[src/rtl/vga_wb_arbiter.sv]
// vga_wb_arbiter: shares the VGA core's WISHBONE read master between the
// video-memory fetch, hardware-cursor fetch and CLUT lookup. One owner at a
// time runs a 1/2/4/8-beat burst; a starvation counter guarantees the CLUT
// eventually wins, and a watchdog turns a silent slave into an error.
//
//   state  | meaning
//   IDLE   | bus released, arbitrating among pending requests
//   BUS    | owner's burst in progress, waiting on ACK_I/ERR_I
module vga_wb_arbiter #(
  parameter int TO_W       = 8,
  parameter int STARVE_MAX = 4
) (
  input  logic        CLK_I,
  input  logic        nRESET,
  input  logic        RST_I,
  input  logic        ctrl_ven,
  input  logic [2:0]  req,
  input  logic [1:0]  blen0,
  input  logic [1:0]  blen1,
  input  logic [1:0]  blen2,
  input  logic [29:0] adr0,
  input  logic [29:0] adr1,
  input  logic [29:0] adr2,
  output logic [2:0]  gnt,
  output logic [2:0]  ack,
  output logic [2:0]  err,
  output logic        CYC_O,
  output logic        STB_O,
  output logic        CAB_O,
  output logic        WE_O,
  output logic [3:0]  SEL_O,
  output logic [29:0] ADR_O,
  input  logic        ACK_I,
  input  logic        ERR_I,
  output logic        SINT
);

  localparam int SW = $clog2(STARVE_MAX + 1);
  localparam logic [SW-1:0]   STARVE_LIM = SW'(STARVE_MAX);
  localparam logic [SW-1:0]   STARVE_ONE = SW'(1);
  localparam logic [TO_W-1:0] WD_ONE     = TO_W'(1);
  // The cycle that would bring the watchdog to all-ones ends the cycle.
  localparam logic [TO_W-1:0] WD_LAST    = {{(TO_W-1){1'b1}}, 1'b0};

  typedef enum logic {S_IDLE, S_BUS} state_t;

  state_t         state_q, state_d;
  logic [2:0]     gnt_q, gnt_d;
  logic [2:0]     err_q, err_d;
  logic           sint_q, sint_d;
  logic           cyc_q, cyc_d;
  logic           cab_q, cab_d;
  logic [29:0]    adr_q, adr_d;
  logic [2:0]     beat_q, beat_d;
  logic [TO_W-1:0] wd_q, wd_d;
  logic [SW-1:0]  starve_q, starve_d;

  logic [2:0]     win;
  logic [1:0]     win_blen;
  logic [29:0]    win_adr;
  logic [2:0]     win_beats;

  // Pick the winner: starved CLUT first, then fixed vmem > cursor > clut.
  always_comb begin
    win      = 3'b000;
    win_blen = 2'b00;
    win_adr  = 30'd0;
    if (req[2] && (starve_q == STARVE_LIM)) begin
      win = 3'b100;
    end else if (req[0]) begin
      win = 3'b001;
    end else if (req[1]) begin
      win = 3'b010;
    end else if (req[2]) begin
      win = 3'b100;
    end
    case (win)
      3'b001:  begin win_blen = blen0; win_adr = adr0; end
      3'b010:  begin win_blen = blen1; win_adr = adr1; end
      3'b100:  begin win_blen = blen2; win_adr = adr2; end
      default: begin win_blen = 2'b00; win_adr = 30'd0; end
    endcase
    case (win_blen)
      2'b00:   win_beats = 3'd0;
      2'b01:   win_beats = 3'd1;
      2'b10:   win_beats = 3'd3;
      default: win_beats = 3'd7;
    endcase
  end

  // Next-state logic for the arbiter/burst sequencer.
  always_comb begin
    state_d  = state_q;
    gnt_d    = gnt_q;
    err_d    = 3'b000;
    sint_d   = 1'b0;
    cyc_d    = cyc_q;
    cab_d    = cab_q;
    adr_d    = adr_q;
    beat_d   = beat_q;
    wd_d     = wd_q;
    starve_d = starve_q;
    if (!req[2]) starve_d = '0;

    if (!ctrl_ven) begin
      // Abort silently: no error reported for a disabled display.
      state_d  = S_IDLE;
      gnt_d    = 3'b000;
      cyc_d    = 1'b0;
      cab_d    = 1'b0;
      starve_d = '0;
    end else begin
      case (state_q)
        S_IDLE: begin
          if (req != 3'b000) begin
            state_d = S_BUS;
            gnt_d   = win;
            cyc_d   = 1'b1;
            adr_d   = win_adr;
            beat_d  = win_beats;
            cab_d   = (win_blen != 2'b00);
            wd_d    = '0;
            if (win[2]) begin
              starve_d = '0;
            end else if (req[2] && (starve_q != STARVE_LIM)) begin
              starve_d = starve_q + STARVE_ONE;
            end
          end
        end
        S_BUS: begin
          if (ERR_I || (!ACK_I && (wd_q == WD_LAST))) begin
            state_d = S_IDLE;
            gnt_d   = 3'b000;
            cyc_d   = 1'b0;
            cab_d   = 1'b0;
            err_d   = gnt_q;
            sint_d  = 1'b1;
          end else if (ACK_I) begin
            wd_d = '0;
            if (beat_q != 3'd0) begin
              adr_d  = adr_q + 30'd1;
              beat_d = beat_q - 3'd1;
            end else begin
              state_d = S_IDLE;
              gnt_d   = 3'b000;
              cyc_d   = 1'b0;
              cab_d   = 1'b0;
            end
          end else begin
            wd_d = wd_q + WD_ONE;
          end
        end
        default: state_d = S_IDLE;
      endcase
    end
  end

  // Register all state; RST_I is a synchronous twin of nRESET.
  always_ff @(posedge CLK_I or negedge nRESET) begin
    if (!nRESET) begin
      state_q  <= S_IDLE;
      gnt_q    <= 3'b000;
      err_q    <= 3'b000;
      sint_q   <= 1'b0;
      cyc_q    <= 1'b0;
      cab_q    <= 1'b0;
      adr_q    <= 30'd0;
      beat_q   <= 3'd0;
      wd_q     <= '0;
      starve_q <= '0;
    end else if (RST_I) begin
      state_q  <= S_IDLE;
      gnt_q    <= 3'b000;
      err_q    <= 3'b000;
      sint_q   <= 1'b0;
      cyc_q    <= 1'b0;
      cab_q    <= 1'b0;
      adr_q    <= 30'd0;
      beat_q   <= 3'd0;
      wd_q     <= '0;
      starve_q <= '0;
    end else begin
      state_q  <= state_d;
      gnt_q    <= gnt_d;
      err_q    <= err_d;
      sint_q   <= sint_d;
      cyc_q    <= cyc_d;
      cab_q    <= cab_d;
      adr_q    <= adr_d;
      beat_q   <= beat_d;
      wd_q     <= wd_d;
      starve_q <= starve_d;
    end
  end

  // An erroring beat carries no data, so ERR_I suppresses the strobe.
  assign ack   = gnt_q & {3{ACK_I & ~ERR_I}};
  assign gnt   = gnt_q;
  assign err   = err_q;
  assign SINT  = sint_q;
  assign CYC_O = cyc_q;
  assign STB_O = cyc_q;
  assign CAB_O = cab_q;
  assign ADR_O = adr_q;
  assign WE_O  = 1'b0;
  assign SEL_O = 4'b1111;

endmodule

[config.mk]
export PLATFORM = sky130hd
export DESIGN_NAME = vga_wb_arbiter
export DESIGN_NICKNAME = d
export VERILOG_FILES = /design/src/rtl/vga_wb_arbiter.sv
export SDC_FILE = /design/constraint.sdc
export NUM_CORES = 1
export LEC_CHECK = 0
export ABC_CLOCK_PERIOD_IN_PS = 1900
export BUFFER_PORTS_ARGS = -buffer_cell sky130_fd_sc_hd__buf_2
export CAP_MARGIN = 20
export CORE_MARGIN = 1
export CORE_UTILIZATION = 30
export CTS_CLUSTER_SIZE = 40
export DETAILED_ROUTE_END_ITERATION = 7
export GPL_TIMING_DRIVEN = 1
export SETUP_SLACK_MARGIN = 0.1
export SYNTH_ARGS = -nofsm -noshare
export SYNTH_HDL_FRONTEND = slang
export SYNTH_SLANG_ARGS = --single-unit
[constraint.sdc]
create_clock -name CLK_I -period 1.9 [get_ports CLK_I]
set_clock_uncertainty 0.15 [all_clocks]
set_input_delay 0.19 -clock CLK_I [delete_from_list [all_inputs] [get_ports CLK_I]]
set_output_delay 0.19 -clock CLK_I [all_outputs]
set_load 0.01 [all_outputs]
==> impl_metrics.env <==
export IMPL_outcome="complete, but fails checks"
export IMPL_violations="setup timing"
export IMPL_layout_common_cells="buf_2, buf_4, nand2_1"
export IMPL_hold_start="adr1[1]"
export IMPL_drv_cap=0
export IMPL_core_mm2=0.0133
export IMPL_multi_input_area_mm2=0.00305
export IMPL_drive_gt1_frac=0.509
export IMPL_clkSinkCount=54
export IMPL_path_cells="inv_2 > ha_4 > and3_2 > buf_4 > o22ai_1 > a211oi_2 > nor2_1 > a22o_1"
export IMPL_min_to="ADR_O[1]"
export IMPL_rsz0062_at_grt="true"
export IMPL_dieArea_mm2=0.0143
export IMPL_reg2reg_from="starve_q[0]"
export IMPL_cpLargestDelayFamily="compound AO/OA/AOI/OAI gates"
export IMPL_fin_crit_ns=2.00
export IMPL_numPortBuffers=147
export IMPL_drtAntennaViolNets=0
export IMPL_clock_latency_ns=0.30
export IMPL_cellPowerDensity_mw_per_mm2=531
export IMPL_fill_cells=1267
export IMPL_cp_start_kind="flip-flop"
export IMPL_critPathBufInv=2
export IMPL_clk_root_buffer_cell="clkbuf_16"
export IMPL_routed_wl_um=17400
export IMPL_gp_congestion=0.916
export IMPL_grt_max_degree=55
export IMPL_final_util=0.501
export IMPL_crit_path_max_fanout=6
export IMPL_final_area_mm2=0.00669
export IMPL_grt_pass1_vias=4985
export IMPL_syn_cell_area_mm2=0.00414
export IMPL_io_pins=153
export IMPL_via_per_inst=5.70
export IMPL_num_rows=42
export IMPL_min_path_cells=3
export IMPL_cts_reportedPaths_clkPinSlew_ns=0.07
export IMPL_cts_buffers=5
export IMPL_grtUsageTotal=0.235
export IMPL_p_leak_nw=3.08
export IMPL_drt_wirelength_per_cell_um=18.9
export IMPL_die_w_um=119
export IMPL_drt_first_iter_violations=461
export IMPL_crit_slowest_cell="dfrtp_1"
export IMPL_placed_cells=881
export IMPL_r2r_cells=8
export IMPL_syn_avg_cell_area_um2=8.18
export IMPL_placed_cell_area_mm2=0.00581
export IMPL_hpwl_um=11900
export IMPL_critPathArrivalTime_ns=2.04
export IMPL_drc=0
export IMPL_area_growth_pct=61.6
export IMPL_dr_total_vias=5247
export IMPL_final_cells=921
export IMPL_ys_dominant_reg_cell="dfrtp_1"
export IMPL_cp_data_required_time_ns=1.94
export IMPL_r2r_end="ADR_O[15]"
export IMPL_drt_first_pass_iters=5
export IMPL_yosysSeqAreaShare=0.326
export IMPL_yosysUniqueCellTypes=66
export IMPL_final_nets=855
export IMPL_antenna_found_initial=1
export IMPL_setup_slack_ns=-0.0993
export IMPL_ir_worst_vdd_v=0.000321
export IMPL_grt_overflow=0
export IMPL_final_setup_viol_count=25
export IMPL_syn_inst=506
export IMPL_start_util=0.310
export IMPL_cts_tree="done"
export IMPL_cts_max_level=2
export IMPL_min_path_type="in -> reg"
export IMPL_min_period_over_period=1.05
export IMPL_hold_violations=0
export IMPL_synth_edf_count=0
export IMPL_critPathCaptureType="flip-flop"
export IMPL_drv_slew=0
export IMPL_worst_r2r_setup_slack_ns=-0.1
export IMPL_max_freq_mhz=500
export IMPL_synth_seq_cells=54
export IMPL_final_common_cell="buf_2"
export IMPL_synth_warnings=0
export IMPL_synthArstFlopShare=1.00
export IMPL_regArea_mm2=0.00136
export IMPL_fp_dieH_um=119
export IMPL_grt_pass1_wl_um=26200
export IMPL_cts_buffer_depth=2
export IMPL_critPathKind="reg -> reg"
export IMPL_critPathMaxStageDelay_ns=0.40
repair_timing:
action / in CTS / in global routing
pin swaps: 26 / 25
buffers inserted: 20 / 5
gates resized for setup: 53 / 34
hold buffers: 1 / 0
cloned: 6 / 1
hold endpoints to repair: 54 / 0
endpoints found under the setup margin: 39 / 46
Yosys cell counts, types with 5 or more instances:
cell type / count / share of area
a32o_1: 8 / 0.019
a221o_1: 8 / 0.019
o21ai_0: 20 / 0.024
dfrtp_1: 54 / 0.33
nand3_1: 33 / 0.040
inv_1: 11 / 0.010
a31oi_1: 15 / 0.023
and2_1: 17 / 0.026
nor3_1: 5 / 0.0060
buf_4: 8 / 0.015
and4_1: 5 / 0.011
a32oi_1: 8 / 0.017
nor2b_1: 6 / 0.0091
a21oi_1: 16 / 0.019
a21o_1: 8 / 0.015
o21a_1: 5 / 0.0091
nand4_1: 9 / 0.014
a22o_1: 9 / 0.019
and3_1: 15 / 0.023
buf_2: 18 / 0.022
o211ai_1: 5 / 0.0091
clkbuf_1: 13 / 0.012
nor2_1: 24 / 0.022
ha_1: 7 / 0.021
o22ai_1: 12 / 0.018
nand2_1: 74 / 0.067
a211oi_1: 16 / 0.029
o31ai_1: 6 / 0.011
o21ai_1: 7 / 0.0085
sequential cells by signal, summed over array words and instances, names as in the netlist, 3 cells and up:
signal and flops:
beat_q 3, gnt 3, starve_q 3, wd_q 8
ADR_O 30, err 3
logic make-up (layout without fill, tap and decap cells):
kind of cell               after synthesis  in the layout  share of synthesized area
AOI/OAI and AO/OA                      177            177                      0.319
xor gates and xnor gates                 6              6                     0.0127
muxes                                    1              1                    0.00272
buffers and inverters                   54            287                     0.0635
and+or+nand+nor                        205            207                      0.253
adders and majority gates                7              7                     0.0212
other                                    2              6                    0.00181
DFF                                     54             54                      0.326
area by class of cell:
| class | count | area share |
|---|---|---|
| Clock buffer | 8 | 0.0249 |
| Antenna cell | 1 | 0.000374 |
| Inverter | 11 | 0.00617 |
| Multi-Input combinational cell | 403 | 0.455 |
| Sequential cell | 54 | 0.203 |
| Tap cell | 176 | 0.0329 |
| Timing Repair Buffer | 268 | 0.277 |
power by group:
group / internal [mW] / total [mW] / leakage (nW) / switching [mW]
Combinational: 0.595 / 1.22 / 2.27 / 0.625
Clock: 0.599 / 1.04 / 0.0832 / 0.444
Sequential: 1.22 / 1.29 / 0.724 / 0.0642
Total: 2.42 / 3.55 / 3.08 / 1.13
tightest hold or removal path, cell delays in order:
cell and delay (ns):
buf_2 0.09, a211oi_2 0.05, o21ai_1 0.12
worst max path at each step:
| stage | endpoint | start | depth (start not counted) | slack, ns |
|---|---|---|---|---|
| floorplan | ADR_O[27] | starve_q[0] | 8 | -0.03 |
| global placement | ADR_O[18] | beat_q[0] | 7 | -0.17 |
| detailed placement | ADR_O[18] | beat_q[0] | 7 | -0.21 |
| CTS | ADR_O[17] | starve_q[0] | 9 | -0.07 |
| global route | beat_q[0] | starve_q[1] | 8 | -0.16 |
| finish | ADR_O[15] | starve_q[0] | 8 | -0.1 |
per-stage QoR:
stage          hold slack, ns  TNS [ns]  setup WS, ns  power [mW]
2_1_floorplan          -0.256    -0.126       -0.0328        1.79
3_3_place_gp           0.0660     -1.62        -0.175        2.28
3_5_place_dp           0.0706     -2.50        -0.209        2.30
4_1_cts                0.0273    -0.633       -0.0691        3.51
5_1_grt                0.0545     -3.51        -0.159        3.70
6_report               0.0383     -1.00       -0.0993        3.55
layer usage:
| metal | vias up | wire [µm] | GRT usage | part of all wire |
|---|---|---|---|---|
| met5 | - | 0 | 0 | 0 |
| met1 | 2571 | 7290 | 0.312 | 0.42 |
| met2 | 237 | 8450 | 0.388 | 0.49 |
| met4 | 0 | 412 | 0.0875 | 0.024 |
| li1 | 2403 | - | - | - |
| met3 | 36 | 1230 | 0.0307 | 0.071 |
Note: power is estimated with default switching activity, not from simulation.
